**src/rtl/iter_mult_pkg.sv**
```systemverilog
// Shared types and helpers for the iterative shift-add multiplier.
// Optional early termination is enabled by defining ITER_MULT_EARLY_TERM_EN.
package iter_mult_pkg;

  typedef enum logic [1:0] {
    IDLE = 2'd0,
    RUN  = 2'd1,
    FIX  = 2'd2,
    DONE = 2'd3
  } state_e;

  function automatic int cnt_width(input int width);
    return $clog2(width + 1);
  endfunction

endpackage

```
**src/rtl/iter_mult_abs.sv**
```systemverilog
// Conditional two's-complement negate: res = neg ? -val : val.
// Used for operand magnitudes and for restoring the product sign.
module iter_mult_abs #(
  parameter int W = 8
) (
  input  logic [W-1:0] val_i,
  input  logic         neg_i,
  output logic [W-1:0] res_o
);

  assign res_o = neg_i ? (-val_i) : val_i;

endmodule

```
**src/rtl/iter_mult.sv**
```systemverilog
// Radix-2 shift-add multiplier, one partial product per cycle, signed or unsigned.
// Defining ITER_MULT_EARLY_TERM_EN leaves RUN as soon as the remaining multiplier is zero.
// Handshake: a transfer happens on a rising edge where valid && ready; in_ready is high
// only in IDLE, out_valid only in DONE, so input and output transfers never coincide.
module iter_mult
  import iter_mult_pkg::*;
#(
  parameter int WIDTH = 64
) (
  input  logic               clk,
  input  logic               rst,
  input  logic               in_valid,
  output logic               in_ready,
  input  logic               signed_mode,
  input  logic [WIDTH-1:0]   A,
  input  logic [WIDTH-1:0]   B,
  output logic               out_valid,
  input  logic               out_ready,
  output logic [2*WIDTH-1:0] Prod
);

  localparam int            CW   = cnt_width(WIDTH);
  localparam logic [CW-1:0] LAST = CW'(WIDTH - 1);

  state_e               state_q, state_d;
  logic [WIDTH-1:0]     mcand_q, mcand_d;
  logic [WIDTH-1:0]     mplier_q, mplier_d;
  logic                 neg_q, neg_d;
  logic [2*WIDTH-1:0]   acc_q, acc_d;
  logic [2*WIDTH-1:0]   prod_q, prod_d;
  logic [CW-1:0]        cnt_q, cnt_d;
  logic [WIDTH-1:0]     a_mag, b_mag;
  logic [2*WIDTH-1:0]   acc_fix, addend;

  // Magnitudes are unsigned WIDTH-bit, so the most-negative operand maps onto 2^(W-1).
  iter_mult_abs #(.W(WIDTH)) u_abs_a (
    .val_i (A),
    .neg_i (signed_mode & A[WIDTH-1]),
    .res_o (a_mag)
  );

  iter_mult_abs #(.W(WIDTH)) u_abs_b (
    .val_i (B),
    .neg_i (signed_mode & B[WIDTH-1]),
    .res_o (b_mag)
  );

  iter_mult_abs #(.W(2*WIDTH)) u_abs_p (
    .val_i (acc_q),
    .neg_i (neg_q),
    .res_o (acc_fix)
  );

  assign addend    = {{WIDTH{1'b0}}, mcand_q} << cnt_q;
  assign in_ready  = (state_q == IDLE) && !rst;
  assign out_valid = (state_q == DONE);
  assign Prod      = prod_q;

  always_comb begin
    state_d  = state_q;
    mcand_d  = mcand_q;
    mplier_d = mplier_q;
    neg_d    = neg_q;
    acc_d    = acc_q;
    prod_d   = prod_q;
    cnt_d    = cnt_q;
    case (state_q)
      IDLE: begin
        if (in_valid && in_ready) begin
          state_d  = RUN;
          mcand_d  = a_mag;
          mplier_d = b_mag;
          neg_d    = signed_mode & (A[WIDTH-1] ^ B[WIDTH-1]);
          acc_d    = '0;
          cnt_d    = '0;
        end
      end
      RUN: begin
        if (mplier_q[0]) acc_d = acc_q + addend;
        mplier_d = mplier_q >> 1;
        cnt_d    = cnt_q + CW'(1);
`ifdef ITER_MULT_EARLY_TERM_EN
        if ((cnt_q == LAST) || (mplier_d == '0)) state_d = FIX;
`else
        if (cnt_q == LAST) state_d = FIX;
`endif
      end
      FIX: begin
        prod_d  = acc_fix;
        state_d = DONE;
      end
      DONE: begin
        if (out_ready) state_d = IDLE;
      end
      default: state_d = IDLE;
    endcase
  end

  always_ff @(posedge clk or posedge rst) begin
    if (rst) begin
      state_q  <= IDLE;
      mcand_q  <= '0;
      mplier_q <= '0;
      neg_q    <= 1'b0;
      acc_q    <= '0;
      prod_q   <= '0;
      cnt_q    <= '0;
    end else begin
      state_q  <= state_d;
      mcand_q  <= mcand_d;
      mplier_q <= mplier_d;
      neg_q    <= neg_d;
      acc_q    <= acc_d;
      prod_q   <= prod_d;
      cnt_q    <= cnt_d;
    end
  end

endmodule

```
**config.mk**
```make
export PLATFORM = sky130hd
export DESIGN_NAME = iter_mult
export DESIGN_NICKNAME = d
export VERILOG_FILES = /design/src/rtl/iter_mult_pkg.sv /design/src/rtl/iter_mult_abs.sv /design/src/rtl/iter_mult.sv
export SDC_FILE = /design/constraint.sdc
export NUM_CORES = 2
export LEC_CHECK = 0
export BUFFER_PORTS_ARGS = -buffer_cell sky130_fd_sc_hd__buf_2
export CAP_MARGIN = 10
export CORE_AREA = 5 5 315 317
export DETAILED_ROUTE_END_ITERATION = 8
export DIE_AREA = 0 0 320 322
export GPL_ROUTABILITY_DRIVEN = 0
export PLACE_DENSITY = 0.62
export SYNTH_ARGS = -nofsm -noshare
export SYNTH_HDL_FRONTEND = slang
export SYNTH_SLANG_ARGS = --single-unit
```
**constraint.sdc**
```tcl
create_clock -name clk -period 48.5 [get_ports clk]
set_clock_uncertainty 0.1 [all_clocks]
set_input_delay 14.55 -clock clk [delete_from_list [all_inputs] [get_ports clk]]
set_output_delay 14.55 -clock clk [all_outputs]
set_load 0.01 [all_outputs]
```
==> flow_metrics.tcl <==
set metrics [dict create \
    layout_commonest_cell "nand2_1" \
    layout_common_cells "nand2_1 (490), o21ai_0 (486), a21oi_1 (431)" \
    synth_nets 4541 \
    dr.pass1.iters 6 \
    wl_met2_um 49500 \
    dieWidth_um 320 \
    wl_met1_um 51400 \
    dpl.hpwl_um 89500 \
    synth.yosys.seq_area_share_pct 29.6 \
    start_kind "input pin" \
    p_int_mw 0.556 \
    sequentialPowerShare_pct 44.7 \
    vias 32300 \
    hold_viol 0 \
    drc_errors 0 \
    max_freq_mhz 33.4 \
    path_buf_inv 2 \
    slew_headroom_pct 24.8 \
    worstReg2RegStart "cnt_q[1]$_DFFE_PP0P_" \
    p_sw_share_pct 24.6 \
    syn_inst 4271 \
    cts_tree "built" \
    preCtsSetupSlack_ns 18.60 \
    synth-edff-count 0 \
    nFillCells 9922 \
    layout-drive-gt1-share_pct 11.6 \
    netlist.area_leader.share_pct 29.6 \
    yosysWarnings 0 \
    postCtsHoldBufs 0 \
    min_path_cells 1 \
    die_y_um 322 \
    start_util_pct 34.7 \
    reg2regPathDepth 25 \
    ir_drop_mv 0.0188 \
    viasPerCell 5.71 \
    drt-wirelength-per-cell_um 20.4 \
    critPathTopFamily "simple AND/OR/NAND/NOR gates" \
    synth_area_leaders "dfrtp_1 (30%), o21ai_0 (7.3%), a21oi_1 (6.5%), xor2_1 (5.6%), nand2_1 (5.5%)" \
    hp-class "reg -> reg" \
    port_buffers 262 \
    clockBufferDepth 3 \
    rrSetupSlack_ns 40.92 \
    tightest_slew_ns 1.13 \
    fin_crit_ns 29.90 \
    nNetsFinal 4600 \
    p_leak_nw 16.2 \
    crit_chain "buf_2 > nor2b_1 > buf_2" \
    max_cap_viol_count 0 \
    worstPathRequired_ns 33.85 \
    final_max_slew_viol_count 0 \
    slowest_delay_ns 0.35 \
    grt_antenna_before_repair 9 \
    synthFlopType "dfrtp_1" \
    yosys.area.top_type "dfrtp_1" \
    drt_wl_total_um 115000 \
    hold_ws_ns 0.391 \
    highest_layer "met5" \
    status "completed" \
    comb_power_share_pct 6.3 \
    period_share_pct 61.7 \
    holdCritStartpoint "mplier_q[63]$_DFFE_PP0P_" \
    htreeDepth 2 \
    num_rows 114 \
    grt_use_total_pct 21.3 \
    crit_path_end_kind "output port" \
    setup_viol 0 \
    clkTransAtPathRegs_ns 0.06 \
    syn-cell-area_mm2 0.0333 \
    wl_met3_um 9560 \
    crit_slowest_cell "nor2b_1" \
    ios 263 \
    grt_pass1_wl_um 177000 \
    utilization_pct 38.6 \
    p_clk_share_pct 49.0 \
    grt_max_degree 115 \
    syn_area_per_cell_um2 7.80 \
    ys_seq_elements 394 \
    root_buffer "clkbuf_16" \
    numClockSinks 394 \
    grt_pass1_vias 30000 \
    grt_remaining_overflow 0 \
    numCtsBuffers 47 \
    critPathMaxFanout 3 \
    ctsResizeCount 0 \
    cp_common_cell "buf_2" \
    postCtsSetupBuffers 0 \
    coreArea_mm2 0.0960 \
    antenna_left 0 \
    p_sw_mw 0.181 \
    tns_ns 0 \
    syn_to_final_growth_pct 11.2 \
    clk_latency_ns 0.61 \
    synthArstFlopShare_pct 100 \
    rsz0062_at_grt "false" \
    min_to "mplier_q[63]$_DFFE_PP0P_" \
    arrival_ns 15.25 \
    p_per_area_mw_per_mm2 19.9 \
    initialDrtViolationCount 3130 \
    ys_types 75 \
    finalWorstSetupSlack_ns 18.60 \
    r2r_end "acc_q[126]$_DFFE_PP0P_" \
    die_area_mm2 0.103 \
    path_class "in -> out" \
]
-- how the worst max path moves through the flow --
stage / startpoint / to / slack (ns) / cells past startpoint
2_1_floorplan: rst / in_ready / 19.06 / 1
3_5_place_dp: rst / in_ready / 18.60 / 3
3_3_place_gp: rst / in_ready / 18.60 / 3
6_report: rst / in_ready / 18.60 / 3
5_1_grt: rst / in_ready / 18.54 / 3
4_1_cts: rst / in_ready / 18.59 / 3
-- cell usage after synthesis (all sizes together) (5+ instances only) --
master / instances
nand2: 493
o21ai: 489
a21oi: 432
dfrtp: 394
nor2: 391
clkbuf: 251
xor2: 213
xnor2: 156
nand3: 143
mux2i: 140
ha: 136
nor3: 85
nand4: 74
o22ai: 70
inv: 67
o31ai: 65
mux2: 56
or3: 56
a21o: 51
nor4: 41
buf: 35
o21bai: 33
a22o: 29
a22oi: 29
and2: 29
nand2b: 29
mux4: 27
or4: 25
or2: 24
o41ai: 23
a31oi: 20
and3: 18
a211oi: 17
nor2b: 16
o21a: 16
o211ai: 15
a21boi: 11
o22a: 8
and4: 7
nand4b: 6
nor3b: 6
o221ai: 5
-- layout make-up --
| type | count | area (um^2) | share of cell area, % |
|---|---|---|---|
| antenna | 5 | 12.5 | 0.0338 |
| clock buffer | 67 | 1350 | 3.65 |
| clock inverter | 17 | 211 | 0.571 |
| inverter | 68 | 263 | 0.709 |
| multi-input combinational | 3523 | 22200 | 59.8 |
| sequential | 394 | 9870 | 26.7 |
| tap | 1276 | 1600 | 4.31 |
| timing repair buffer | 296 | 1570 | 4.23 |
-- state kept, by name, summed over array words and instances, names as in the netlist --
| name | count |
|---|---|
| mcand_q | 64 |
| mplier_q | 64 |
| cnt_q | 7 |
| neg_q | 1 |
| Prod | 128 |
| acc_q | 128 |
| state_q | 2 |
-- stage by stage --
stage,total power [mW],cells,cell area [um^2]
2_1_floorplan,0.362,4271,33300
5_1_grt,0.765,5644,37000
6_report,0.737,5646,37000
3_3_place_gp,0.382,5557,35500
3_5_place_dp,0.383,5557,35500
4_1_cts,0.747,5641,37000
-- power groups by stage --
stage	Combinational [mW]	Clock [mW]	Sequential [mW]
2_1_floorplan	0.0268	0	0.335
3_3_place_gp	0.0466	0	0.335
3_5_place_dp	0.0471	0	0.335
4_1_cts	0.0472	0.371	0.329
5_1_grt	0.0521	0.383	0.329
6_report	0.0466	0.361	0.329
-- logic make-up after synthesis --
kind of cell    count (synthesis)  share of synthesized area (%)
xor+xnor                      369                           9.71
buf+inv                       354                           4.01
compound gates               1340                           23.4
flops                         394                           29.6
mux                           223                           7.93
fa+ha+maj                     137                           5.17
simple gates                 1454                           20.2
-- metal layers --
layer / vias up / track usage, %
met4: 8 / 7.02
li1: 15600 / -
met1: 15200 / 30.3
met5: - / 0
met3: 232 / 4.44
met2: 1264 / 32.4
Power figures use the tool's default switching activity.
